--- src/rtl/maxpool_pkg.sv ---
// maxpool_pkg: state encoding and geometry helpers shared by the pooling sequencer
package maxpool_pkg;

    typedef enum logic [2:0] {IDLE, READ, LAST, WRITE, FIN} state_t;

    function automatic int out_h(input int in_h, input int pool);
        return in_h / pool;
    endfunction

    function automatic int out_w(input int in_w, input int pool);
        return in_w / pool;
    endfunction

    function automatic int win(input int pool);
        return pool * pool;
    endfunction

    // True when addr_w bits can address every element 0..ch*h*w-1
    function automatic bit addr_ok(input int addr_w, input int ch, input int h, input int w);
        return (longint'(ch) * h * w) <= (longint'(1) << addr_w);
    endfunction

endpackage

--- src/rtl/Max.sv ---
// Max: combinational signed maximum over LENGTH packed elements
// Ports: data (LENGTH elements, slot i at [i*BITWIDTH +: BITWIDTH]), result (signed max).
// The running maximum starts at the floor -(2^(BITWIDTH-1)-1), so an all-minimum window
// returns the floor rather than the most negative value.
module Max #(
    parameter int BITWIDTH = 16,
    parameter int LENGTH   = 4
) (
    input  logic [LENGTH*BITWIDTH-1:0] data,
    output logic signed [BITWIDTH-1:0] result
);
    localparam logic signed [BITWIDTH-1:0] FLOOR = {1'b1, {(BITWIDTH-2){1'b0}}, 1'b1};

    always_comb begin
        result = FLOOR;
        for (int i = 0; i < LENGTH; i++)
            result = $signed(data[i*BITWIDTH +: BITWIDTH]) > result ? data[i*BITWIDTH +: BITWIDTH] : result;
    end

endmodule

--- src/rtl/maxpool_ctrl.sv ---
// maxpool_ctrl: sequences POOLxPOOL window reads into Max and writes pooled results
// Ports: clk/rst (sync active-high); start/busy/done handshake with the layer controller;
// rd_en/rd_addr/rd_data to the input buffer (1-cycle read latency);
// wr_en/wr_ready/wr_addr/wr_data valid/ready write to the output buffer.
module maxpool_ctrl
    import maxpool_pkg::*;
#(
    parameter int BITWIDTH = 16,
    parameter int IN_H     = 28,
    parameter int IN_W     = 28,
    parameter int CHANNELS = 6,
    parameter int POOL     = 2,
    parameter int ADDR_W   = 16
) (
    input  logic                clk,
    input  logic                rst,
    input  logic                start,
    output logic                busy,
    output logic                done,
    output logic                rd_en,
    output logic [ADDR_W-1:0]   rd_addr,
    input  logic [BITWIDTH-1:0] rd_data,
    output logic                wr_en,
    input  logic                wr_ready,
    output logic [ADDR_W-1:0]   wr_addr,
    output logic [BITWIDTH-1:0] wr_data
);
    localparam int OH = out_h(IN_H, POOL);
    localparam int OW = out_w(IN_W, POOL);
    localparam int WN = win(POOL);

    localparam logic [ADDR_W-1:0] P       = ADDR_W'(POOL);
    localparam logic [ADDR_W-1:0] IW      = ADDR_W'(IN_W);
    localparam logic [ADDR_W-1:0] IMAP    = ADDR_W'(IN_H * IN_W);
    localparam logic [ADDR_W-1:0] OWA     = ADDR_W'(OW);
    localparam logic [ADDR_W-1:0] OMAP    = ADDR_W'(OH * OW);
    localparam logic [ADDR_W-1:0] K_LAST  = ADDR_W'(WN - 1);
    localparam logic [ADDR_W-1:0] OX_LAST = ADDR_W'(OW - 1);
    localparam logic [ADDR_W-1:0] OY_LAST = ADDR_W'(OH - 1);
    localparam logic [ADDR_W-1:0] C_LAST  = ADDR_W'(CHANNELS - 1);

    if (!addr_ok(ADDR_W, CHANNELS, IN_H, IN_W)) begin : g_bad_addr_w
        $error("maxpool_ctrl: ADDR_W too narrow for CHANNELS*IN_H*IN_W");
    end

    state_t state;
    logic [ADDR_W-1:0] c, oy, ox, k;
    logic [WN*BITWIDTH-1:0] window;
    logic ox_end, oy_end, final_out, cap;
    logic [ADDR_W-1:0] nc, noy, nox, slot;

    function automatic logic [ADDR_W-1:0] raddr(input logic [ADDR_W-1:0] cc, yy, xx, kk);
        return cc * IMAP + (yy * P + kk / P) * IW + xx * P + kk % P;
    endfunction

    // Data for read k lands one cycle later, so READ k stores slot k-1 and LAST stores the final slot
    always_comb begin
        ox_end    = ox == OX_LAST;
        oy_end    = oy == OY_LAST;
        final_out = ox_end && oy_end && c == C_LAST;
        nox       = ox_end ? '0 : ox + 1'b1;
        noy       = ox_end ? (oy_end ? '0 : oy + 1'b1) : oy;
        nc        = ox_end && oy_end ? c + 1'b1 : c;
        cap       = (state == READ && k != '0) || state == LAST;
        slot      = state == LAST ? k : k - 1'b1;
    end

    Max #(.BITWIDTH(BITWIDTH), .LENGTH(WN)) u_max (
        .data   (window),
        .result (wr_data)
    );

    always_ff @(posedge clk) begin
        if (rst) begin
            state   <= IDLE;
            busy    <= 1'b0;
            done    <= 1'b0;
            rd_en   <= 1'b0;
            wr_en   <= 1'b0;
            rd_addr <= '0;
            wr_addr <= '0;
            c       <= '0;
            oy      <= '0;
            ox      <= '0;
            k       <= '0;
            window  <= '0;
        end else begin
            done <= 1'b0;
            for (int i = 0; i < WN; i++)
                if (cap && slot == ADDR_W'(i)) window[i*BITWIDTH +: BITWIDTH] <= rd_data;
            case (state)
                IDLE: if (start) begin
                    state   <= READ;
                    busy    <= 1'b1;
                    rd_en   <= 1'b1;
                    rd_addr <= '0;
                    c       <= '0;
                    oy      <= '0;
                    ox      <= '0;
                    k       <= '0;
                end
                READ: if (k == K_LAST) begin
                    state <= LAST;
                    rd_en <= 1'b0;
                end else begin
                    k       <= k + 1'b1;
                    rd_addr <= raddr(c, oy, ox, k + 1'b1);
                end
                LAST: begin
                    state   <= WRITE;
                    wr_en   <= 1'b1;
                    wr_addr <= c * OMAP + oy * OWA + ox;
                end
                WRITE: if (wr_ready) begin
                    wr_en <= 1'b0;
                    c     <= nc;
                    oy    <= noy;
                    ox    <= nox;
                    k     <= '0;
                    if (final_out) begin
                        state <= FIN;
                        busy  <= 1'b0;
                        done  <= 1'b1;
                    end else begin
                        state   <= READ;
                        rd_en   <= 1'b1;
                        rd_addr <= raddr(nc, noy, nox, '0);
                    end
                end
                default: state <= IDLE;
            endcase
        end
    end

endmodule

--- config.mk ---
export PLATFORM = sky130hd
export DESIGN_NAME = maxpool_ctrl
export DESIGN_NICKNAME = d
export VERILOG_FILES = /design/src/rtl/maxpool_pkg.sv /design/src/rtl/Max.sv /design/src/rtl/maxpool_ctrl.sv
export SDC_FILE = /design/constraint.sdc
export NUM_CORES = 1
export LEC_CHECK = 0
export CORE_MARGIN = 2
export CORE_UTILIZATION = 60
export CTS_BUF_LIST = sky130_fd_sc_hd__clkbuf_4 sky130_fd_sc_hd__clkbuf_8 sky130_fd_sc_hd__clkbuf_16
export DETAILED_ROUTE_END_ITERATION = 8
export HOLD_SLACK_MARGIN = 0.08
export PLACE_DENSITY = 0.79
export SYNTH_ARGS = -nofsm -noshare
export SYNTH_HDL_FRONTEND = slang
export SYNTH_SLANG_ARGS = --single-unit
--- constraint.sdc ---
create_clock -name clk -period 11.89 [get_ports clk]
set_clock_uncertainty 0.15 [all_clocks]
set_input_delay 1.7835 -clock clk [delete_from_list [all_inputs] [get_ports clk]]
set_output_delay 1.7835 -clock clk [all_outputs]
set_load 0.01 [all_outputs]
**Yosys cells after proc, flatten, opt, wreduce, memory -nomap -nowiden**

Index checks and enable logic that the tools add are counted.

- Input port bits: 20
- Output and inout port bits: 52
- Word-level logic and storage cells: 120
- Flip-flop bits (word level): 167

- Bitwise gates (word level): 2
- Equal/unequal tests: 17
- Magnitude comparators: 4
- Reduce and logical (&&, ||, !) cells: 23
- Multiply operators: 6
- Mux-type cells: 39
- $add $sub $neg: 13

Operators by type and width:

| operator | count |
|---|---|
| $mux W16 | 18 |
| $add A16 B16 Y16 | 6 |
| $pmux W16 S2 | 3 |
| $pmux W16 S3 | 2 |
| $add A16 B1 Y16 const B | 4 |
| $eq A16 B2 Y1 const B | 3 |
| $gt A16 B16 Y1 | 3 |
| $eq A16 B4 Y1 const B | 2 |
| $mul A16 B6 Y12 const B | 2 |
| $add A16 B1 Y16 | 1 |
| $add A16 B15 Y16 | 1 |
| $eq A16 B1 Y1 const B | 1 |
| $eq A16 B3 Y1 const B | 1 |
| $gt A16 B16 Y1 const B | 1 |
| $logic_not A16 Y1 | 1 |
| $mul A16 B3 Y14 const B | 1 |
| $mul A16 B3 Y15 const B | 1 |
| $mul A16 B6 Y14 const B | 1 |
| $reduce_bool A16 Y1 | 1 |
| $sub A16 B1 Y16 const B | 1 |
| $mul A15 B3 Y13 const B | 1 |
| $mux W3 | 4 |
| $ne A2 B2 Y1 const B | 6 |
| $pmux W3 S4 | 1 |
| 17 further kinds | 38 |

**Depth between registers and ports, before layout**

- Depth after elaboration: 9
- Depth in mapped cells: 34
- Mapped depth without buffers: 32

**Hierarchy**

Synthesis repeated with hierarchy kept, for this count alone.

- Cell total of the unflattened synthesis: 1983
- Area total of the unflattened synthesis: 16399.5 sq um

Modules (own cells, without submodules):

| module | cells each | area an instance (sq um) | seq. area each (sq um) | instances |
|---|---|---|---|---|
| maxpool_ctrl | 1686 | 14376.3 | 3343.2 | 1 |
| Max | 297 | 2023.2 | 0.0 | 1 |

**Worst setup path after synthesis**

OpenSTA, ideal clock, no wires.

- Kind: reg-to-output
- Start point: register window[9]
- End point: output wr_data[10]
- Path slack: 3.121 ns
- Path buffers: 2
- Arrival: 6.836 ns
- Required time: 9.957 ns
- Stages on the path, launching flop included: 34
- Path through: dfxtp_1 > nor4_1 > a41o_1 > ha_1 > nor2b_1 > o21ai_0 > a21boi_2 > o311a_2 > nor2_4 > buf_1 > mux2_2 > inv_1 > ha_1 > and3_1 > a221o_1 > a221oi_1 > o21a_1 > nand3_1 > a31oi_4 > or2_1 > o21ai_1 > ha_1 > nor2b_1 > o21a_1 > o21a_1 > o21a_1 > o21a_1 > o21ai_1 > a211oi_1 > a211oi_1 > o21ai_1 > nand2_1 > clkbuf_1 > mux2i_1

- Cells in the longest elaborated chain, start to end: 8

Ends and longest elaborated chain:

| element | RTL line | source |
|---|---|---|
| from (decl) | maxpool_ctrl.sv:48 | `logic [WN*BITWIDTH-1:0] window;` |
| from (signal, indexed assignment) | maxpool_ctrl.sv:90 | `if (cap && slot == ADDR_W'(i)) window[i*BITWIDTH +: BITWIDTH] <= rd_data;` |
| $gt A16 B16 Y1 | Max.sv:17 | `result = $signed(data[i*BITWIDTH +: BITWIDTH]) > result ? data[i*BITWIDTH +: BITWIDTH] : result;` |
| $mux W16 * | Max.sv:17 |  |
| $gt A16 B16 Y1 | Max.sv:17 |  |
| $mux W16 * | Max.sv:17 |  |
| $gt A16 B16 Y1 | Max.sv:17 |  |
| $mux W16 * | Max.sv:17 |  |
| $gt A16 B16 Y1 | Max.sv:17 |  |
| $mux W16 * | Max.sv:17 |  |
| to (decl) | maxpool_ctrl.sv:26 | `output logic [BITWIDTH-1:0] wr_data` |

Every way passes the cells marked *; elsewhere a longest branch is shown, timed or not.

**Final worst setup path**

- Start point: register window[10]
- End point: output wr_data[0]

Same word-level chain as after synthesis.

==> impl_metrics.csv <==
group,metric,value,unit
sta,final-hold-violation-count,0,
global_routing,grt_pass1_wl,68.3,mm
status,result_of_the_run,"finished with violations",
floorplanning,coreArea,26100,sq um
job,maxCapViolCount,0,
power_and_ir_drop,p_per_area,70.1,nW/um^2
detailed_routing,detail-route-antenna-nets,0,
detailed_routing,routedWlPerCell,18.4,microns
synth,synth.cell_area,16000,sq um
floorplanning,floorplan.die.height,167,microns
clock_tree,ctsResizeCount,0,
synth,post_synth_inst_count,1890,
sta,drv_slew,0,
critical_path,critical-path-slowest-cell,"nand2_1",
floorplanning,row_count,59,
synth,netlist.area_leader.share,20.9,%
sta,slew_headroom,22.1,%
synth,avgSynthCellArea,8.47,sq um
synth,synthesis.nets,2205,
floorplanning,die_w,167,microns
synth,synth_ff_type,"dfxtp_1",
detailed_routing,vias_per_cell,5.98,
finish,area.growth.synth_to_final,9.73,%
detailed_routing,route.top_layer_used,"met4",
detailed_routing,met1Wirelength,18.4,mm
sta,grt_setup_unrepaired,"false",
clock_tree,post-cts-setup-buffers,0,
sta,clock.fmax,93.7,MHz
status,violations_in_the_final_reports,"design-rule violations",
clock_tree,cts_hold_buf,0,
worst_hold_path,hold_end,"wr_addr[4]",
clock_tree,cts-root-buf,"clkbuf_16",
finish,post_route_cells_drive_above_1_share,3.93,%
placed_design,place_ws,1.73,ns
synth,synth_sequential_area_ratio,20.9,%
placed_design,place.detailed.instances,2239,
power_and_ir_drop,leakagePower,8.57,nW
worst_hold_path,hold_path_depth,2,
clock_tree,cts_tree,"done",
synth,synth_seq_cells,167,
power_and_ir_drop,power.ir.vdd_worst,0.0000894,V
finish,antenna_cells_inserted,0,
sta,worstMarginPinSlew,1.17,ns
clock_tree,path_clk_slew,0.08,ns
global_routing,grt-ovfl-total,0,
synth,ys_top_cells_by_area,"dfxtp_1 21%, ha_1 16%, fa_1 11%, xnor2_1 6.6%, mux2i_1 6.0%",
placed_design,finalWeightedCongestion,0.950,
global_routing,grt_antenna_before_repair,0,
placed_design,place_hpwl,32.8,mm
clock_tree,worstSkewPairLatency,0.45,ns
clock_tree,clock-sinks,167,
placed_design,detailed_place.area,16900,sq um
synth,synth-warning-count,0,
sta,layout_worst_path_cycle_share,89.7,%
critical_path,timing.critical_path.to_type,"primary output",
detailed_routing,routed_wirelength,41.8,mm
critical_path,reg2reg_slack,3.64,ns
critical_path,critical_path_peak_fanout,16,
critical_path,path_common_cell,"o21a_1",
global_routing,pin_count_of_the_biggest_net_entering_global_routing,92,
synth,synth_async_sr_flop_share,0,%
finish,finish.cell_count_without_fillers,2271,
synth,synth_top_cell_by_area,"dfxtp_1",
worst_hold_path,hp-class,"flip-flop to flip-flop",
sta,final_period_minus_worst_setup_slack,10.67,ns
detailed_routing,detailedRoute.firstPassIterationCount,7,
placed_design,port_buffers,71,
clock_tree,ctsLongestPathBuffers,2,
detailed_routing,initialDrtViolationCount,1234,
global_routing,first_global_vias,13200,
critical_path,cp-start-kind,"flip-flop",
sta,worst_case_setup_margin_in_the_final_layout,1.22,ns
worst_hold_path,hp-start,"wr_addr[4]",
finish,layout.nets,2238,
critical_path,regToRegEndpoint,"rd_addr[15]",
critical_path,worstSetupPathType,"flip-flop to primary output",
critical_path,cp_slowest_stage_delay,0.67,ns
sta,timing.setup.tns,0,ns
critical_path,cells_on_worst_reg2reg_path,30,
floorplanning,die_area,28000,sq um
floorplanning,initial_core_util,61.2,%
sta,setup_viol,0,
detailed_routing,num_vias,13600,
synth,synth_edf_count,0,
global_routing,grt_util_all_layers,30.5,%
detailed_routing,dr_drc_count,7,
detailed_routing,routed_wire_length_on_met2,18.9,mm
critical_path,critical_path_arrival,8.74,ns
finish,final_cell_area,17600,sq um
floorplanning,io_pins,72,
synth,synth_cell_type_count,70,
critical_path,critPathRequiredTime,9.96,ns
detailed_routing,met3RoutedLength,3.20,mm
clock_tree,cts-buffers-inserted,17,
clock_tree,htree_levels,4,
critical_path,reg2reg_from,"ox[0]",
[where the power goes]
group          switching, mW  internal (mW)  total (mW)
clock                  0.296          0.288       0.584
combinational         0.0574         0.0233      0.0808
sequential           0.00456          0.561       0.566
total                  0.358          0.873        1.23
[layer usage]
metal	track usage, %	vias to the layer above
met4	10.4	0
met3	5.74	82
met1	41.6	6509
li1	-	6515
met5	0	-
met2	48.7	473
[Yosys cell counts, types with 47 or more instances]
library cell,number
nand3_1,47
a21oi_1,130
mux2i_1,96
xnor2_1,121
inv_1,230
nor2_1,196
fa_1,89
ha_1,206
clkbuf_1,54
nand2_1,99
dfxtp_1,167
o21ai_0,61
nor3_1,47
[critical path, delay by kind of cell (launching register included)]
kind	cells	cell delay (ns)
adder cells (fa/ha/maj)	3	0.52
buffers and inverters	2	0.54
AND/OR/NAND/NOR	8	2.53
multiplexers	3	1.12
flip-flops	1	0.35
AO/OA/AOI/OAI	15	3.19
[kinds of logic after synthesis]
| kind of cell | share of synthesized area, % |
|---|---|
| compound gates | 13.7 |
| mux | 7.20 |
| buf+inv | 6.98 |
| flops | 20.9 |
| simple gates | 15.3 |
| xor+xnor | 8.65 |
| fa+ha+maj | 27.3 |
[worst max path at each step]
stage	start	endpoint	slack, ns	cells after the start
final	window[10]	wr_data[0]	1.22	31
after global routing	window[9]	wr_data[7]	0.62	31
after CTS	window[9]	wr_data[0]	1.21	31
after detailed placement	window[9]	wr_data[0]	1.73	31
after global placement	window[10]	wr_data[0]	1.96	31
after floorplan	window[9]	wr_data[10]	3.12	33
[cells in the final DEF, fill, tap and decap left out, drive strengths merged, types with 8 or more instances in the layout]
cell type / instances
a211oi: 9
a21o: 26
a21oi: 130
a22oi: 39
and3: 25
buf: 8
clkbuf: 17
clkdlybuf4s50: 70
clkinv: 9
dfxtp: 167
fa: 89
ha: 206
inv: 236
mux2: 17
mux2i: 96
nand2: 99
nand2b: 9
nand3: 47
nand4: 20
nor2: 197
nor2b: 13
nor3: 48
nor4: 13
o21a: 10
o21ai: 70
o21bai: 22
or3: 17
xnor2: 121
xor2: 32
[area by class of cell]
class	instances	area, sq um
Fill cell	2118	8570
Clock buffer	17	425
Inverter	230	863
Clock inverter	15	194
Tap cell	335	419
Timing Repair Buffer	78	761
Multi-Input combinational cell	1429	11600
Sequential cell	167	3340
[stage by stage]
stage | hold WS (ns) | power, mW | util [%]
finish | 0.306 | 1.23 | 67.2
floorplan | 0.315 | 0.624 | -
detailed placement | 0.298 | 0.658 | 64.8
global placement | 0.291 | 0.656 | 64.8
global route | 0.330 | 1.27 | 67.2
CTS | 0.307 | 1.24 | 67.2
[state kept, by name, summed over array words and instances, names as in the netlist]
name and flops:
rd_en 1, rd_addr 16, done 1, state 3, k 16, ox 16
wr_addr 16, oy 16, busy 1, window 64, c 16, wr_en 1
Note: power is estimated with default switching activity, not from simulation.
==> RTL edit 1: new RTL, same settings <==
`BITWIDTH` is set to 16 in 2 places; all go to 32.
--- a/src/rtl/Max.sv
+++ b/src/rtl/Max.sv
@@ -4,5 +4,5 @@
 // returns the floor rather than the most negative value.
 module Max #(
-    parameter int BITWIDTH = 16,
+    parameter int BITWIDTH = 32,
     parameter int LENGTH   = 4
 ) (
--- a/src/rtl/maxpool_ctrl.sv
+++ b/src/rtl/maxpool_ctrl.sv
@@ -6,5 +6,5 @@
     import maxpool_pkg::*;
 #(
-    parameter int BITWIDTH = 16,
+    parameter int BITWIDTH = 32,
     parameter int IN_H     = 28,
     parameter int IN_W     = 28,
Ports: changed (resized rd_data and wr_data); port bits go from 72 to 104. The function was not compared with the original's and may differ.
==> RTL edit 1 against the original RTL <==
Sequential cell count increased by 64; routed wire length increased by 41%; setup slack got worse by 820 ps; final cell count increased by 37%; register-to-register slack got worse by 140 ps; first-iteration DRC count increased by 16%; final area increased by 30%; total power increased by 43%; area after synthesis increased by 27%; largest power group unchanged.
==> RTL edit 1: results (changes against the original RTL) <==
Global route:
- The total global routing track utilization is 0.327 (+0.0219).
- The number of global-route vias before repair is 17799 (+34%).

Clock network:
- The total of cells resized after clock tree synthesis is 2 (+2).
- The maximum number of buffers from clock root to sink was 3 (+1).
- The clock transition at the registers of the reported paths was 60 ps (-20 ps).
- The number of CTS-inserted buffers was 27 (+10).
- The CTS H-tree depth was 1 (-3).

Yosys:
- The count of mapped cells out of synthesis is 2572 (+36%).
- In the post-synthesis netlist, the biggest area contributors are dfxtp_1 (23%), ha_1 (16%), fa_1 (8.7%).
- By count the netlist is led by nand2_1 (379), a21oi_1 (262), ha_1 (254).
- The cell with the most instances after synthesis is nand2_1.

Place:
- The final weighted congestion in routability-driven placement came to 0.977 (+2.8%).
- The total cell area at the placement stage came to 21800 µm² (+28%).
- The pre-CTS worst setup slack is 512 ps (-1220 ps).
- The half-perimeter wire length after placement was 45.1 mm (+37%).

Setup path:
- The delay of the slowest cell on the worst path is 590 ps (-80 ps).
- The signal arrival time at the worst endpoint is 9560 ps (+820 ps).
- The worst reg-to-reg setup slack is 3500 ps (-140 ps).
- The critical path capture point is wr_data[12].
- The cell with the largest stage delay on the worst path is clkdlybuf4s50_1.

Route:
- The mean routed wirelength per cell is 19.0 µm (+3.5%).
- The routed via count divided by cell count is 6.01 (+0.45%).
- The initial DRC count is 1435 (+16%).

Cells and area:
- The end-of-flow core utilization is 0.681 (+0.00879).
- The fraction of final layout cells with drive strength greater than 1 is 0.0649 (+0.0256).
- The layout net count is 3011 (+35%).

Timing:
- The transition time at the pin with the least slew margin is 1190 ps (+21.6 ps).

Status:
- The run finished with clean final reports.

Pwr:
- The net switching fraction of the power came to 0.238 (-0.0526).
- The leakage power total is 0.00995 µW (+16%).
- The maximum VDD drop is 0.000118 V (+32%).
[RTL edit 1: final cells by class]
| type | instances | area (µm²) |
|---|---|---|
| inverter | 248 | 931 |
| tap | 448 | 561 |
| multi-input combinational | 1985 | 14400 |
| fill | 2839 | 10700 |
| timing repair buffer | 139 | 1320 |
| clock buffer | 36 | 768 |
| sequential | 231 | 4620 |
| clock inverter | 13 | 185 |
[RTL edit 1: per-layer routing]
layer,track usage,vias to the layer above,part of all wire
met5,0,-,0
met3,0.0352,166,0.060
met1,0.406,8830,0.41
li1,-,8912,-
met4,0.175,0,0.061
met2,0.559,712,0.47
[RTL edit 1: kinds of logic (layout without fill, tap and decap cells)]
logic type                 count (synthesis)  in the layout  synth area share
buffers and inverters                    358            436            0.0692
adders and majority gates                343            343             0.243
and+or+nand+nor                          878            880             0.201
AOI/OAI and AO/OA                        607            607             0.191
DFF                                      231            231             0.227
muxes                                      6              6           0.00295
xor gates and xnor gates                 149            149            0.0664
==> RTL edit 2: new RTL, same flow settings <==
Made on the original files. The 5 states of `state_t` get a one-hot encoding in 5 bits.
--- a/src/rtl/maxpool_pkg.sv
+++ b/src/rtl/maxpool_pkg.sv
@@ -2,5 +2,5 @@
 package maxpool_pkg;
 
-    typedef enum logic [2:0] {IDLE, READ, LAST, WRITE, FIN} state_t;
+    typedef enum logic [4:0] {IDLE = 5'b00001, READ = 5'b00010, LAST = 5'b00100, WRITE = 5'b01000, FIN = 5'b10000} state_t;
 
     function automatic int out_h(input int in_h, input int pool);
Check against the original RTL: no difference found for any inputs over 4 cycles, from zero or initial values and one cycle with rst high; so few cycles prove little.
==> RTL edit 2 against the original RTL <==
Routed wire length increased by 4.8%; total power rose by 4.9%; sequential share of layout area about the same; clock power decreased by 5.1%; final area up 0.93%; area after synthesis up 1.3%; sequential cell count up 2; setup slack worse by 140 ps; critical endpoint unchanged.
==> RTL edit 2: results (changes against the original RTL) <==
Yosys:
- The post-synthesis net count is 2227 (+1.0%).
- The commonest cells after synthesis are nor2_1 (215), ha_1 (206), inv_1 (199).
- The sequential share of the synthesized area came to 0.209 (-0.000271).
- Yosys attributes the largest share of cell area to dfxtp_1 (21%), ha_1 (16%), fa_1 (11%).

Timing:
- The transition time at the pin with the least slew margin is 1180 ps (+14.7 ps).

Place:
- The half-perimeter wire length after placement is 34.3 mm (+4.4%).
- The pre-CTS worst setup slack came to 1660 ps (-73.3 ps).
- The final weighted congestion in routability-driven placement was 0.974 (+2.5%).

Global route:
- The first-pass GRT wire length came to 71.6 mm (+4.8%).
- The met1 usage in global routing is 0.429 (+0.0128).
- The total global routing track utilization is 0.316 (+0.0111).
- The maximum number of pins on one net before global-route repair is 90 (-2.2%).
- The met2 usage is 0.513 (+0.0255).
- The met3 usage in global routing was 0.0437 (-0.0137).
- The number of global-route vias before repair is 13725 (+3.6%).

Setup path:
- The biggest fanout along the worst timing path is 32 (+16).
- The signal arrival time at the worst endpoint was 8880 ps (+140 ps).
- The delay of the slowest cell on the worst path was 840 ps (+170 ps).
- On the critical path, the stage with the largest delay is an instance of nor3_4.

Route:
- The routed via count divided by cell count is 6.09 (+1.8%).
- The amount of wire on met2 after detailed routing is 20.4 mm (+7.5%).
- The detailed router used layers up to and including met4.
- The initial DRC count is 1353 (+9.6%).
- The routed length on met1 is 18.9 mm (+3.2%).
- The detailed-router iteration count before antenna repair came to 5 (-2).
- The wire length on met3 is 3.07 mm (-4.1%).
- The routed wire length is 43.8 mm (+4.8%).

Clock network:
- The number of CTS-inserted buffers is 17 (unchanged).
- After clock tree synthesis, the clock-pin slew on the worst setup and hold paths is 70 ps.

Pwr:
- The switching power total is 378 µW (+5.6%).
- The maximum VDD drop is 0.000103 V (+15%).

Cells and area:
- The layout net count is 2259 (+0.94%).
- The flip-flop count of the largest register after layout is 64 (unchanged).
- The fraction of final layout cells with drive strength greater than 1 came to 0.0424 (+0.00316).
- The count of filler cells inserted in the layout is 2217 (+4.7%).

Status:
- The flow ran to the end, and the final reports show no timing, DRC or antenna violations.
[RTL edit 2: cell types whose count changed after synthesis, moves of 14 or more]
cell     unedited run  this run
a21oi_1           130       114
inv_1             230       199
mux2_2             17         3
mux2i_1            96        80
nor2_1            196       215
nor3_1             47        61
o31ai_1             5        20
[RTL edit 2: worst paths after layout]
kind	start	endpoint	slack [ps]	depth (start not counted)
min reg2reg	wr_addr[9]	wr_addr[9]	310	2
max reg2reg	oy[1]	rd_addr[15]	3790	31
max	window[6]	wr_data[0]	1080	30
min	wr_addr[9]	wr_addr[9]	310	2
[RTL edit 2: cell families (layout without fill, tap and decap cells)]
group                    Yosys count  count (layout)  share of synthesized area
multiplexers                      84              84                     0.0524
buffers and inverters            268             313                     0.0644
flip-flops                       169             169                      0.209
AND/OR/NAND/NOR                  582             582                      0.177
AO/OA/AOI/OAI                    365             365                      0.146
adder cells (fa/ha/maj)          296             296                      0.270
XOR/XNOR                         148             148                     0.0826
[RTL edit 2: through the flow]
stage / total power, µW / instances / utilization / area, µm²
after floorplan: 682 / 1912 / - / 16200
after global placement: 743 / 2266 / 0.642 / 17200
after detailed placement: 747 / 2266 / 0.642 / 17200
after CTS: 1290 / 2298 / 0.663 / 17700
after global routing: 1330 / 2298 / 0.663 / 17700
final: 1290 / 2298 / 0.663 / 17700
[RTL edit 2: cell type report]
cell class	count	area share
Timing Repair Buffer	82	0.0446
Inverter	199	0.0421
Multi-Input combinational cell	1475	0.666
Tap cell	341	0.0241
Sequential cell	169	0.191
Clock buffer	18	0.0244
Clock inverter	14	0.00755
[RTL edit 2: power groups by stage]
stage          clock network [µW]  registers, µW  logic [µW]
2_1_floorplan                   0            605        77.5
3_3_place_gp                    0            600         143
3_5_place_dp                    0            601         146
4_1_cts                       558            588         146
5_1_grt                       582            589         160
6_report                      554            588         149
